**config.mk**
```make
export PLATFORM = sky130hd
export DESIGN_NAME = jt51_noise_sched_flat
export DESIGN_NICKNAME = d
export VERILOG_FILES = /design/src/rtl/jt51_noise_sched_if.sv /design/src/rtl/jt51_noise_sched.sv /design/src/flat_wrapper.sv
export SDC_FILE = /design/constraint.sdc
export NUM_CORES = 1
export LEC_CHECK = 0
export BUFFER_PORTS_ARGS = -buffer_cell sky130_fd_sc_hd__buf_2
export CORE_UTILIZATION = 33
export DETAILED_ROUTE_END_ITERATION = 7
export PLACE_DENSITY = 0.51
export SYNTH_ARGS = -nofsm -noshare
export SYNTH_HDL_FRONTEND = slang
export SYNTH_SLANG_ARGS = --single-unit
```
**constraint.sdc**
```tcl
create_clock -name clk -period 1.9 [get_ports clk]
set_clock_uncertainty 0.1 [all_clocks]
set_input_delay 0.19 -clock clk [delete_from_list [all_inputs] [get_ports clk]]
set_output_delay 0.19 -clock clk [all_outputs]
set_load 0.01 [all_outputs]
```
**src/rtl/jt51_noise_sched_if.sv**
```systemverilog
// Bus bundle between the JT51 register/timing logic and the noise scheduler.
// The master drives the tick, register writes and LFSR bit; the slave returns the step pulse and register view.
interface jt51_noise_sched_if #(
    parameter int NFRQ_W = 5
);
    logic              cen;
    logic              wr;
    logic [7:0]        din;
    logic              lfsr_out;
    logic              base;
    logic              ne;
    logic [NFRQ_W-1:0] nfrq;
    logic              pend;
    logic              noise;

    modport master (
        output cen, wr, din, lfsr_out,
        input  base, ne, nfrq, pend, noise
    );

    modport slave (
        input  cen, wr, din, lfsr_out,
        output base, ne, nfrq, pend, noise
    );
endinterface

```
**src/rtl/jt51_noise_sched.sv**
```systemverilog
// JT51 noise scheduler: holds NE/NFRQ, divides the sample tick to the noise rate,
// pulses base to step the LFSR and latches the shifted bit for the channel-8 path.
module jt51_noise_sched #(
    parameter int NFRQ_W = 5
) (
    input  logic              clk,
    input  logic              rst,
    jt51_noise_sched_if.slave bus
);

    localparam logic [1:0] OFF   = 2'd0;
    localparam logic [1:0] RUN   = 2'd1;
    localparam logic [1:0] ISSUE = 2'd2;
    localparam logic [1:0] CAPT  = 2'd3;

    logic [1:0]        state;
    logic [NFRQ_W-1:0] cnt;
    logic [NFRQ_W-1:0] nfrq_r;
    logic [NFRQ_W-1:0] pnfrq;
    logic              ne_r;
    logic              pend_r;
    logic              noise_r;

    logic              wr_ne;
    logic [NFRQ_W-1:0] wr_nfrq;
    logic [NFRQ_W-1:0] term;
    logic              hit;

    assign wr_ne   = bus.din[7];
    assign wr_nfrq = bus.din[NFRQ_W-1:0];
    // Counting up to the complement gives a period of 2^NFRQ_W - nfrq ticks.
    assign term    = ~nfrq_r;
    assign hit     = bus.cen && (cnt == term);

    // Bits of din between NFRQ and NE carry no meaning for this register.
    wire unused_din = &{1'b0, bus.din};

    always_ff @(posedge clk) begin
        if (rst) begin
            state   <= OFF;
            cnt     <= '0;
            nfrq_r  <= '0;
            pnfrq   <= '0;
            ne_r    <= 1'b0;
            pend_r  <= 1'b0;
            noise_r <= 1'b0;
        end else if (state == OFF) begin
            if (bus.wr) begin
                nfrq_r <= wr_nfrq;
                cnt    <= '0;
                if (wr_ne) begin
                    ne_r  <= 1'b1;
                    state <= RUN;
                end
            end
        end else begin
            if (bus.cen)
                cnt <= hit ? '0 : cnt + NFRQ_W'(1);

            // The boundary consumes the value pending before this cycle's write.
            if (hit && pend_r) begin
                nfrq_r <= pnfrq;
                pend_r <= 1'b0;
            end

            case (state)
                RUN:     if (hit) state <= ISSUE;
                ISSUE:   state <= CAPT;
                CAPT: begin
                    noise_r <= bus.lfsr_out;
                    state   <= RUN;
                end
                default: state <= OFF;
            endcase

            // NOTE: these non-blocking assignments come last on purpose; the last
            // NBA to a register wins, so a write overrides the boundary updates above.
            if (bus.wr) begin
                if (wr_ne) begin
                    pnfrq  <= wr_nfrq;
                    pend_r <= 1'b1;
                end else begin
                    state  <= OFF;
                    ne_r   <= 1'b0;
                    nfrq_r <= wr_nfrq;
                    pend_r <= 1'b0;
                    cnt    <= '0;
                end
            end
        end
    end

    assign bus.base  = (state == ISSUE);
    assign bus.ne    = ne_r;
    assign bus.nfrq  = nfrq_r;
    assign bus.pend  = pend_r;
    assign bus.noise = noise_r;

endmodule

```
**src/flat_wrapper.sv**
```systemverilog
// flat-port wrapper written by rule: the top's interface ports become plain ports
module jt51_noise_sched_flat 
#(
    parameter int NFRQ_W = 5
)
  (clk, rst, bus_cen, bus_wr, bus_din, bus_lfsr_out, bus_base, bus_ne, bus_nfrq, bus_pend, bus_noise);
  jt51_noise_sched_if #(.NFRQ_W(NFRQ_W)) bus_i ();
  input  logic clk;
  input  logic rst;
  input wire logic [$bits(bus_i.cen)-1:0] bus_cen;
  input wire logic [$bits(bus_i.wr)-1:0] bus_wr;
  input wire logic [$bits(bus_i.din)-1:0] bus_din;
  input wire logic [$bits(bus_i.lfsr_out)-1:0] bus_lfsr_out;
  output wire logic [$bits(bus_i.base)-1:0] bus_base;
  output wire logic [$bits(bus_i.ne)-1:0] bus_ne;
  output wire logic [$bits(bus_i.nfrq)-1:0] bus_nfrq;
  output wire logic [$bits(bus_i.pend)-1:0] bus_pend;
  output wire logic [$bits(bus_i.noise)-1:0] bus_noise;
  assign bus_i.cen = bus_cen;
  assign bus_i.wr = bus_wr;
  assign bus_i.din = bus_din;
  assign bus_i.lfsr_out = bus_lfsr_out;
  assign bus_base = bus_i.base;
  assign bus_ne = bus_i.ne;
  assign bus_nfrq = bus_i.nfrq;
  assign bus_pend = bus_i.pend;
  assign bus_noise = bus_i.noise;
  jt51_noise_sched #(.NFRQ_W(NFRQ_W)) u_core (.clk(clk), .rst(rst), .bus(bus_i));
endmodule
```
==> flow_metrics.env, run 1 <==
export IMPL_status="completed"
export IMPL_viasPerCell=5.28
export IMPL_hold_viol=0
export IMPL_syn_cell_area_um2=1140
export IMPL_crit_start="u_core.state[1]"
export IMPL_fmax_ghz=0.562
export IMPL_cts_sinks=20
export IMPL_syn_area_per_cell_um2=8.42
export IMPL_cts_resized=0
export IMPL_nNetsFinal=175
export IMPL_synthFlopType="dfxtp_1"
export IMPL_whs_ns=0.0254
export IMPL_cp_start_kind="register"
export IMPL_p_leak_nw=0.531
export IMPL_fp_dieH_um=60.9
export IMPL_multi_input_area_um2=682
export IMPL_setup_violations=0
export IMPL_r2r_slack_ns=0.12
export IMPL_yosysWarnings=0
export IMPL_regToRegStartpoint="u_core.state[1]"
export IMPL_path_class="reg -> reg"
export IMPL_netlist_instances=136
export IMPL_clockRootBuffer="clkbuf_4"
export IMPL_start_util_pct=34.3
export IMPL_ff2ff_path_depth=6
export IMPL_syn_nets=152
export IMPL_hold_buffers=0
export IMPL_cts_buffer_depth=2
export IMPL_top_layer="met4"
export IMPL_grt_util_all_layers_pct=17.1
export IMPL_synthTopCellsByArea="dfxtp_1 35%, nand3_1 6.6%, o221ai_1 6.1%, nand2_1 5.9%, a21oi_1 4.8%"
export IMPL_rsz0062_at_grt="false"
export IMPL_post_route_period_util_pct=93.6
export IMPL_vdd_ir_drop_max_mv=0.371
export IMPL_critPathMaxStageDelay_ns=0.38
export IMPL_async_reset_ff_share_pct=0
export IMPL_antenna_found_initial=0
export IMPL_ant_nets=0
export IMPL_worstPathBufferInverterCount=1
export IMPL_hold_path_depth=3
export IMPL_core_area_um2=3340
export IMPL_htree_levels=1
export IMPL_grt_pass1_wl_um=4690
export IMPL_cts_setup_buffers=0
export IMPL_gr_total_overflow=0
export IMPL_cap_violations=0
export IMPL_io_pins=22
export IMPL_path_clk_slew_ns=0.12
export IMPL_crit_path_top_delay_cell="or2_1"
export IMPL_yosys_area_top_type_share_pct=35.0
export IMPL_diodes=0
export IMPL_layout_common_cells="20 x dfxtp_1, 19 x buf_2, 18 x nand2_1"
export IMPL_layout_commonest_cell="dfxtp_1"
export IMPL_layout_drive_gt1_share_pct=23.4
export IMPL_synth_top_area_cell="dfxtp_1"
export IMPL_grt_pass1_vias=967
export IMPL_num_vias=1077
export IMPL_p_per_area_nw_per_um2=737
export IMPL_nFillCells=354
export IMPL_dieArea_um2=3710
export IMPL_dp_hpwl_um=2150
export IMPL_critical_path_cell_chain="or2_1 > inv_12 > ha_1 > nor3_1 > a32oi_1 > a21bo_1"
export IMPL_clk_latency_ns=0.30
export IMPL_post_route_min_period_ns=1.78
export IMPL_tritoncts="done"
export IMPL_drcViolationCount=0
export IMPL_area_delta_synth_final_pct=16.4
export IMPL_gp_congestion=0.788
export IMPL_ys_types=38
export IMPL_cts_made_buffers=3
export IMPL_wl_met2_um=1350
export IMPL_finalPower_uw=981
export IMPL_hp_start="bus_lfsr_out"
export IMPL_first_iter_violations=58
export IMPL_fin_tns_setup_ns=0
export IMPL_dr_pass1_iters=4
export IMPL_fin_util_pct=39.9
export IMPL_reg2reg_to="u_core.state[1]"
export IMPL_maxSlewViolCount=0
export IMPL_tightestPinTransition_ns=0.404
export IMPL_critPathArrivalTime_ns=1.90
export IMPL_ys_seq_elements=20
export IMPL_max_slew_margin_pct=73.1
export IMPL_cp_max_fo=8
export IMPL_rows=21
export IMPL_wl_um=2920
export IMPL_hold_class="in -> reg"
export IMPL_synth_edf_count=0
export IMPL_die_w_um=60.9
export IMPL_critPathCaptureType="register"
export IMPL_grt_max_degree=16
export IMPL_crit_family="simple AND/OR/NAND/NOR gates"
export IMPL_port_buffers=19
export IMPL_ys_seq_area_share_pct=35.0
export IMPL_wl_met3_um=84
export IMPL_holdPathEnd="u_core.bus.noise"
export IMPL_wl_met1_um=1460
export IMPL_final_seq_area_um2=400
export IMPL_wl_per_cell_um=14.3
export IMPL_required_ns=2.02
[synth_stat cells, types with 2 or more instances]
library cell and n:
a31oi_1 6, nor2b_1 3, inv_1 2, o221ai_1 8, a21oi_1 11, nand4_1 3, nor2_1 5, nor3_1 3
nand3_1 15, and2_0 2, clkbuf_1 2, ha_1 3, xor2_1 5, o21ai_1 7, dfxtp_1 20, nand2_1 18
buf_6 2
[final cells by class]
type / instances / share of cell area (%)
clock buffer: 4 / 2.72
inverter: 3 / 1.78
multi-input combinational: 107 / 51.2
sequential: 20 / 30.0
tap: 46 / 4.32
timing repair buffer: 24 / 9.95
[registers in the layout (all words and copies together), names as in the netlist]
signal            cells
u_core.bus.pend       1
u_core.state          2
u_core.bus.ne         1
u_core.bus.noise      1
u_core.cnt            5
u_core.pnfrq          5
u_core.bus.nfrq       5
[where the power goes]
group | internal (mW) | total (mW) | switching, mW
Clock | 0.117 | 0.262 | 0.145
Sequential | 0.448 | 0.476 | 0.0285
Combinational | 0.0944 | 0.243 | 0.148
Total | 0.659 | 0.981 | 0.322
[worst max path at each step]
| stage | to | slack [ns] | cells after the start |
|---|---|---|---|
| after floorplan | u_core.state[1] | 0.29 | 7 |
| after global placement | u_core.state[1] | 0.24 | 6 |
| after detailed placement | u_core.state[1] | 0.16 | 6 |
| after CTS | u_core.state[1] | 0.13 | 6 |
| after global routing | u_core.state[1] | 0.09 | 6 |
| final | u_core.state[1] | 0.12 | 6 |
[metrics by stage]
stage | cells | instance area (µm²) | setup WS (ns)
4_1_cts | 204 | 1330 | 0.134
5_1_grt | 204 | 1330 | 0.0859
3_3_place_gp | 200 | 1300 | 0.240
3_5_place_dp | 200 | 1300 | 0.157
2_1_floorplan | 136 | 1140 | 0.289
6_report | 204 | 1330 | 0.121
[routing by layer]
layer | GRT usage (%) | vias up
li1 | - | 549
met1 | 23.4 | 509
met2 | 27.2 | 17
met3 | 4.05 | 2
met4 | 4.22 | 0
met5 | 0 | -
[worst min-delay path, cell delays in order]
cell and delay, ns:
buf_2 0.09, nand3_1 0.06, a21oi_1 0.06
[cells by family after synthesis]
logic type / Yosys count / synth area share (%)
AND/OR/NAND/NOR: 58 / 28.1
AO/OA/AOI/OAI: 41 / 24.4
flip-flops: 20 / 35.0
buffers and inverters: 9 / 5.46
XOR/XNOR: 5 / 3.82
adder cells (fa/ha/maj): 3 / 3.28
Power figures use the tool's default switching activity.
==> run 2, diff against run 1 <==
ABC_AREA = 1   (was not set)
==> run 2 against run 1 <==
Compared with the run above: utilization increased by 0.53 points; non-clock buffer count decreased by 5; routed wire length decreased by 3.1%; combinational power increased by 20%; register-to-register slack improved by 0.30 ns; clock power increased by 38%; fmax increased by 20%; via count increased by 10%; die area increased by 4.1%; cell count increased by 19%.
==> flow_metrics.env, run 2 <==
export IMPL_worstPathBufferInverterCount=2
export IMPL_cap_violations=0
export IMPL_setup_violations=0
export IMPL_core_area_um2=3390
export IMPL_antenna_found_initial=0
export IMPL_clk_latency_ns=0.31
export IMPL_crit_path_top_delay_cell="dfxtp_1"
export IMPL_critPathMaxStageDelay_ns=0.38
export IMPL_ys_types=27
export IMPL_nNetsFinal=213
export IMPL_clkPwrFrac_pct=31.0
export IMPL_yosysWarnings=0
export IMPL_wl_met3_um=112
export IMPL_synth_top_area_cell="dfxtp_1"
export IMPL_grt_max_degree=14
export IMPL_p_per_area_nw_per_um2=849
export IMPL_path_clk_slew_ns=0.13
export IMPL_placedInstanceArea_um2=1320
export IMPL_maxSlewViolCount=0
export IMPL_dp_hpwl_um=2110
export IMPL_hold_buffers=0
export IMPL_die_w_um=62.1
export IMPL_tritoncts="done"
export IMPL_syn_cell_area_um2=1190
export IMPL_netlist_instances=177
export IMPL_layout_common_cells="41 x nand2_1, 24 x inv_1, 20 x dfxtp_1"
export IMPL_swShare_pct=33.2
export IMPL_seq_power_share_pct=43.9
export IMPL_p_leak_nw=0.645
export IMPL_clockRootBuffer="clkbuf_4"
export IMPL_async_reset_ff_share_pct=0
export IMPL_place_ws_ns=0.421
export IMPL_port_buffers=19
export IMPL_dr_pass1_iters=5
export IMPL_vdd_ir_drop_max_mv=0.339
export IMPL_yosysMostFrequentCell="nand2_1"
export IMPL_cts_resized=0
export IMPL_area_delta_synth_final_pct=14.9
export IMPL_hold_viol=0
export IMPL_rows=21
export IMPL_io_pins=22
export IMPL_grt_util_all_layers_pct=15.9
export IMPL_synthTopCellsByArea="dfxtp_1 34%, nand2_1 13%, inv_1 7.5%, a21oi_1 6.3%, o21ai_0 5.5%"
export IMPL_post_route_min_period_ns=1.48
export IMPL_num_vias=1188
export IMPL_path_class="reg -> reg"
export IMPL_layout_drive_gt1_share_pct=19.4
export IMPL_critPathCaptureType="register"
export IMPL_drcViolationCount=0
export IMPL_syn_nets=193
export IMPL_p_comb_share_pct=25.0
export IMPL_ant_nets=0
export IMPL_switching_power_uw=386
export IMPL_start_util_pct=35.2
export IMPL_wl_um=2830
export IMPL_synth_edf_count=0
export IMPL_diodes=0
export IMPL_layout_commonest_cell="nand2_1"
export IMPL_max_slew_margin_pct=77.4
export IMPL_grt_pass1_wl_um=4960
export IMPL_status="completed"
export IMPL_cts_sinks=20
export IMPL_fin_ws_ns=0.417
export IMPL_cp_max_fo=8
export IMPL_synthTopCellsByCount="41 x nand2_1, 24 x inv_1, 20 x dfxtp_1"
export IMPL_syn_area_per_cell_um2=6.74
export IMPL_critical_path_cell_chain="nor2_2 > inv_2 > ha_1 > nand2_1 > inv_1 > o21ai_0 > a21oi_1"
export IMPL_cts_buffer_depth=2
export IMPL_cp_start_kind="register"
export IMPL_top_layer="met4"
export IMPL_cts_setup_buffers=0
export IMPL_wl_met1_um=1320
export IMPL_dieArea_um2=3860
export IMPL_rsz0062_at_grt="false"
export IMPL_finalPower_mw=1.16
export IMPL_cts_made_buffers=3
export IMPL_fin_tns_setup_ns=0
export IMPL_required_ns=2.01
export IMPL_tightestPinTransition_ns=0.338
export IMPL_yosys_area_top_type_share_pct=33.5
export IMPL_critPathArrivalTime_ns=1.59
export IMPL_viasPerCell=4.91
export IMPL_p_int_uw=778
export IMPL_htree_levels=1
export IMPL_synthFlopType="dfxtp_1"
export IMPL_wl_per_cell_um=11.7
export IMPL_gp_congestion=0.813
export IMPL_fin_area_um2=1370
export IMPL_gr_total_overflow=0
export IMPL_hold_class="in -> reg"
export IMPL_first_iter_violations=60
export IMPL_grt_pass1_vias=1126
export IMPL_fmax_ghz=0.674
export IMPL_fp_dieH_um=62.1
export IMPL_wl_met2_um=1380
export IMPL_post_route_period_util_pct=78.1
export IMPL_ys_seq_area_share_pct=33.5
export IMPL_crit_family="flip-flops"
export IMPL_ys_seq_elements=20
run 2: cell types whose count changed after synthesis, sizes merged, moves of 3 or more:
cell    delta
inv       +27
nand4      +5
a21oi      +3
o21ai      +3
nor2      +10
nand2     +25
o221ai     -8
nor2b      -3
and2       -3
xor2       -4
run 2: power by group through the flow:
stage / clock (mW) / combinational, mW / sequential, mW
after floorplan: 0 / 0.212 / 0.521
after global placement: 0 / 0.291 / 0.520
after detailed placement: 0 / 0.293 / 0.522
after CTS: 0.374 / 0.295 / 0.512
after global routing: 0.398 / 0.338 / 0.519
final: 0.361 / 0.291 / 0.512
run 2: worst paths after layout:
check,cells past startpoint,to,startpoint,slack [ns]
max,7,u_core.pnfrq[0],u_core.state[1],0.42
min,3,u_core.pnfrq[0],bus_din[0],0.03
max reg2reg,7,u_core.pnfrq[0],u_core.state[1],0.42
min reg2reg,2,u_core.bus.noise,u_core.bus.noise,0.37
run 2: kinds of logic after synthesis:
group / after synthesis / synth area share (%)
XOR/XNOR: 1 / 0.734
AND/OR/NAND/NOR: 85 / 35.6
adder cells (fa/ha/maj): 3 / 3.14
buffers and inverters: 34 / 11.7
AO/OA/AOI/OAI: 34 / 15.2
flip-flops: 20 / 33.5
run 2: area by class of cell:
class                   count  area, µm²
clock buffers               3       22.5
clock inverters             1       30.0
fillers                   374       2020
inverters                  30        113
multi-input cells         123        653
flip-flops and latches     20        400
well taps                  46       57.6
repair buffers             19       95.1
run 2: worst register-to-register path, delay by kind of cell (launching register included):
family	cells	cell delay [ns]
AOI/OAI and AO/OA	2	0.23
buffers and inverters	2	0.21
adders and majority gates	1	0.19
DFF	1	0.38
and+or+nand+nor	2	0.28
run 2: metal layers:
layer	global-route usage, %	up-vias
met4	5.81	0
met3	2.94	2
met1	19.4	551
met2	27.6	22
met5	0	-
li1	-	613
run 2: metrics by stage:
stage / instances / hold slack (ns) / utilization, %
2_1_floorplan: 177 / 0.235 / -
3_3_place_gp: 238 / 0.349 / 38.9
3_5_place_dp: 238 / 0.353 / 38.9
4_1_cts: 242 / 0.0225 / 40.5
5_1_grt: 242 / 0.0162 / 40.5
6_report: 242 / 0.0300 / 40.5
==> run 3, diff against run 2 <==
ABC_AREA = 0   (was 1)
clock period = 1.5 ns   (was 1.9 ns; I/O delays follow)
==> run 3 against run 2 <==
Compared with the run above: fmax is 1.8% higher; non-clock buffer count grew 29; worst setup slack worse by 0.37 ns; global-route usage increased by 2.9 points; routed wire length up 6.4%; utilization is 7.9 points higher; via count fell by 1.4%; worst hold slack about the same; largest power group unchanged.
==> flow_metrics.env, run 3 (synthesized netlist as in run 1, its figures left out) <==
export IMPL_status="completed"
export IMPL_start_util_pct=34.3
export IMPL_die_w_um=60.9
export IMPL_port_buffers=19
export IMPL_path_class="reg -> reg"
export IMPL_cts_sinks=20
export IMPL_htree_levels=1
export IMPL_cts_buffer_depth=2
export IMPL_crit_path_top_delay_cell="dfxtp_2"
export IMPL_drcViolationCount=0
export IMPL_cp_max_fo=5
export IMPL_area_delta_synth_final_pct=41.1
export IMPL_met2_usage_pct=32.0
export IMPL_maxSlewViolCount=0
export IMPL_grt_util_all_layers_pct=18.8
export IMPL_fp_dieH_um=60.9
export IMPL_rsz0062_at_grt="true"
export IMPL_finalPower_mw=1.47
export IMPL_crit_family="compound AO/OA/AOI/OAI gates"
export IMPL_io_pins=22
export IMPL_vdd_ir_drop_max_mv=0.348
export IMPL_critPathCaptureType="register"
export IMPL_layout_common_cells="23 x buf_4, 19 x buf_2, 17 x nand2_1"
export IMPL_dp_hpwl_um=2180
export IMPL_worstPathBufferInverterCount=1
export IMPL_max_slew_margin_pct=83.7
export IMPL_post_route_min_period_ns=1.46
export IMPL_core_area_um2=3340
export IMPL_post_route_period_util_pct=97.1
export IMPL_diodes=0
export IMPL_fmax_ghz=0.687
export IMPL_gp_congestion=0.786
export IMPL_setup_violations=0
export IMPL_cp_start_kind="register"
export IMPL_p_leak_nw=0.663
export IMPL_grt_max_degree=13
export IMPL_critPathMaxStageDelay_ns=0.34
export IMPL_gr_total_overflow=0
export IMPL_path_clk_slew_ns=0.14
export IMPL_wl_um=3010
export IMPL_hold_viol=0
export IMPL_dp_cells=217
export IMPL_clockRootBuffer="clkbuf_4"
export IMPL_rows=21
export IMPL_tightestPinTransition_ns=0.242
export IMPL_nNetsFinal=199
export IMPL_critPathArrivalTime_ns=1.57
export IMPL_first_iter_violations=54
export IMPL_cts_made_buffers=3
export IMPL_dr_pass1_iters=5
export IMPL_wl_per_cell_um=13.2
export IMPL_ant_nets=0
export IMPL_clk_latency_ns=0.31
export IMPL_hold_class="in -> reg"
export IMPL_grt_pass1_wl_um=5100
export IMPL_met1_usage_pct=23.8
export IMPL_layout_commonest_cell="buf_4"
export IMPL_grt_busiest_layer="met2"
export IMPL_p_per_area_nw_per_um2=912
export IMPL_whs_ns=0.0298
export IMPL_dieArea_um2=3710
export IMPL_num_vias=1171
export IMPL_tritoncts="done"
export IMPL_critical_path_cell_chain="or2_4 > inv_12 > ha_4 > nor3_1 > a32oi_1 > a21bo_1"
export IMPL_instances_no_fill=228
export IMPL_viasPerCell=5.14
export IMPL_antenna_found_initial=0
export IMPL_grt_pass1_vias=1128
export IMPL_required_ns=1.62
export IMPL_cap_violations=0
export IMPL_grtUsageMet3_pct=2.99
export IMPL_layout_drive_gt1_share_pct=40.1
-- run 3: changes by cell type in the layout (fill, tap and decap cells not counted), sizes merged, moves of 3 or more --
| cell | delta |
|---|---|
| a21oi | -3 |
| nor2b | +3 |
| buf | +23 |
| xor2 | +4 |
| o21ai | -3 |
| nand4 | -5 |
| and2 | +3 |
| dlygate4sd3 | +6 |
| o221ai | +8 |
| nand2 | -25 |
| nor2 | -10 |
| inv | -27 |
-- run 3: path summary, 6_finish.rpt --
| check | from | to | slack (ns) | cells past startpoint |
|---|---|---|---|---|
| worst max-delay path | u_core.state[1] | u_core.state[1] | 0.04 | 6 |
| worst min-delay path | rst | u_core.pnfrq[4] | 0.03 | 2 |
| worst max register to register | u_core.state[1] | u_core.state[1] | 0.04 | 6 |
| worst min register to register | u_core.bus.noise | u_core.bus.noise | 0.36 | 2 |
-- run 3: metrics by stage --
step	utilization, %	setup WS (ns)	cell area (µm²)	setup TNS (ns)
floorplan	-	-0.00422	1160	-0.00422
CTS	46.6	0.00796	1550	0
finish	48.4	0.0436	1620	0
detailed placement	43.1	-0.0422	1440	-0.119
global route	48.4	-0.0263	1620	-0.0312
global placement	43.1	-0.0255	1440	-0.0858
-- run 3: cell type report --
| class | instances | area (µm²) |
|---|---|---|
| repair buffers | 48 | 328 |
| inverters | 3 | 23.8 |
| clock inverters | 1 | 30.0 |
| multi-input cells | 107 | 742 |
| flip-flops and latches | 20 | 412 |
| well taps | 46 | 57.6 |
| clock buffers | 3 | 22.5 |
| fillers | 332 | 1720 |
-- run 3: worst reg2reg max path, cell delays in order, from the launching register on --
cell and delay [ns]:
dfxtp_2 0.34, or2_4 0.29, inv_12 0.08, ha_4 0.15, nor3_1 0.05, a32oi_1 0.14
a21bo_1 0.21
-- run 3: report_power, final --
part	switching, mW	internal [mW]
clock network	0.193	0.270
registers	0.0294	0.569
logic	0.215	0.197
total	0.437	1.04
-- run 3: per-layer routing --
| layer | routed length, µm | vias to the layer above |
|---|---|---|
| met5 | 0 | - |
| met4 | 27 | 0 |
| met3 | 123 | 2 |
| met2 | 1500 | 29 |
| met1 | 1360 | 543 |
| li1 | - | 597 |
-- run 3: repair_timing --
| action | CTS | global route |
|---|---|---|
| pin swaps | 0 | 6 |
| buffers inserted | 0 | 1 |
| endpoints found under the hold margin | 6 | 0 |
| endpoints found under the setup margin | 13 | 6 |
| hold buffers | 6 | 0 |
| resized for setup | 1 | 17 |
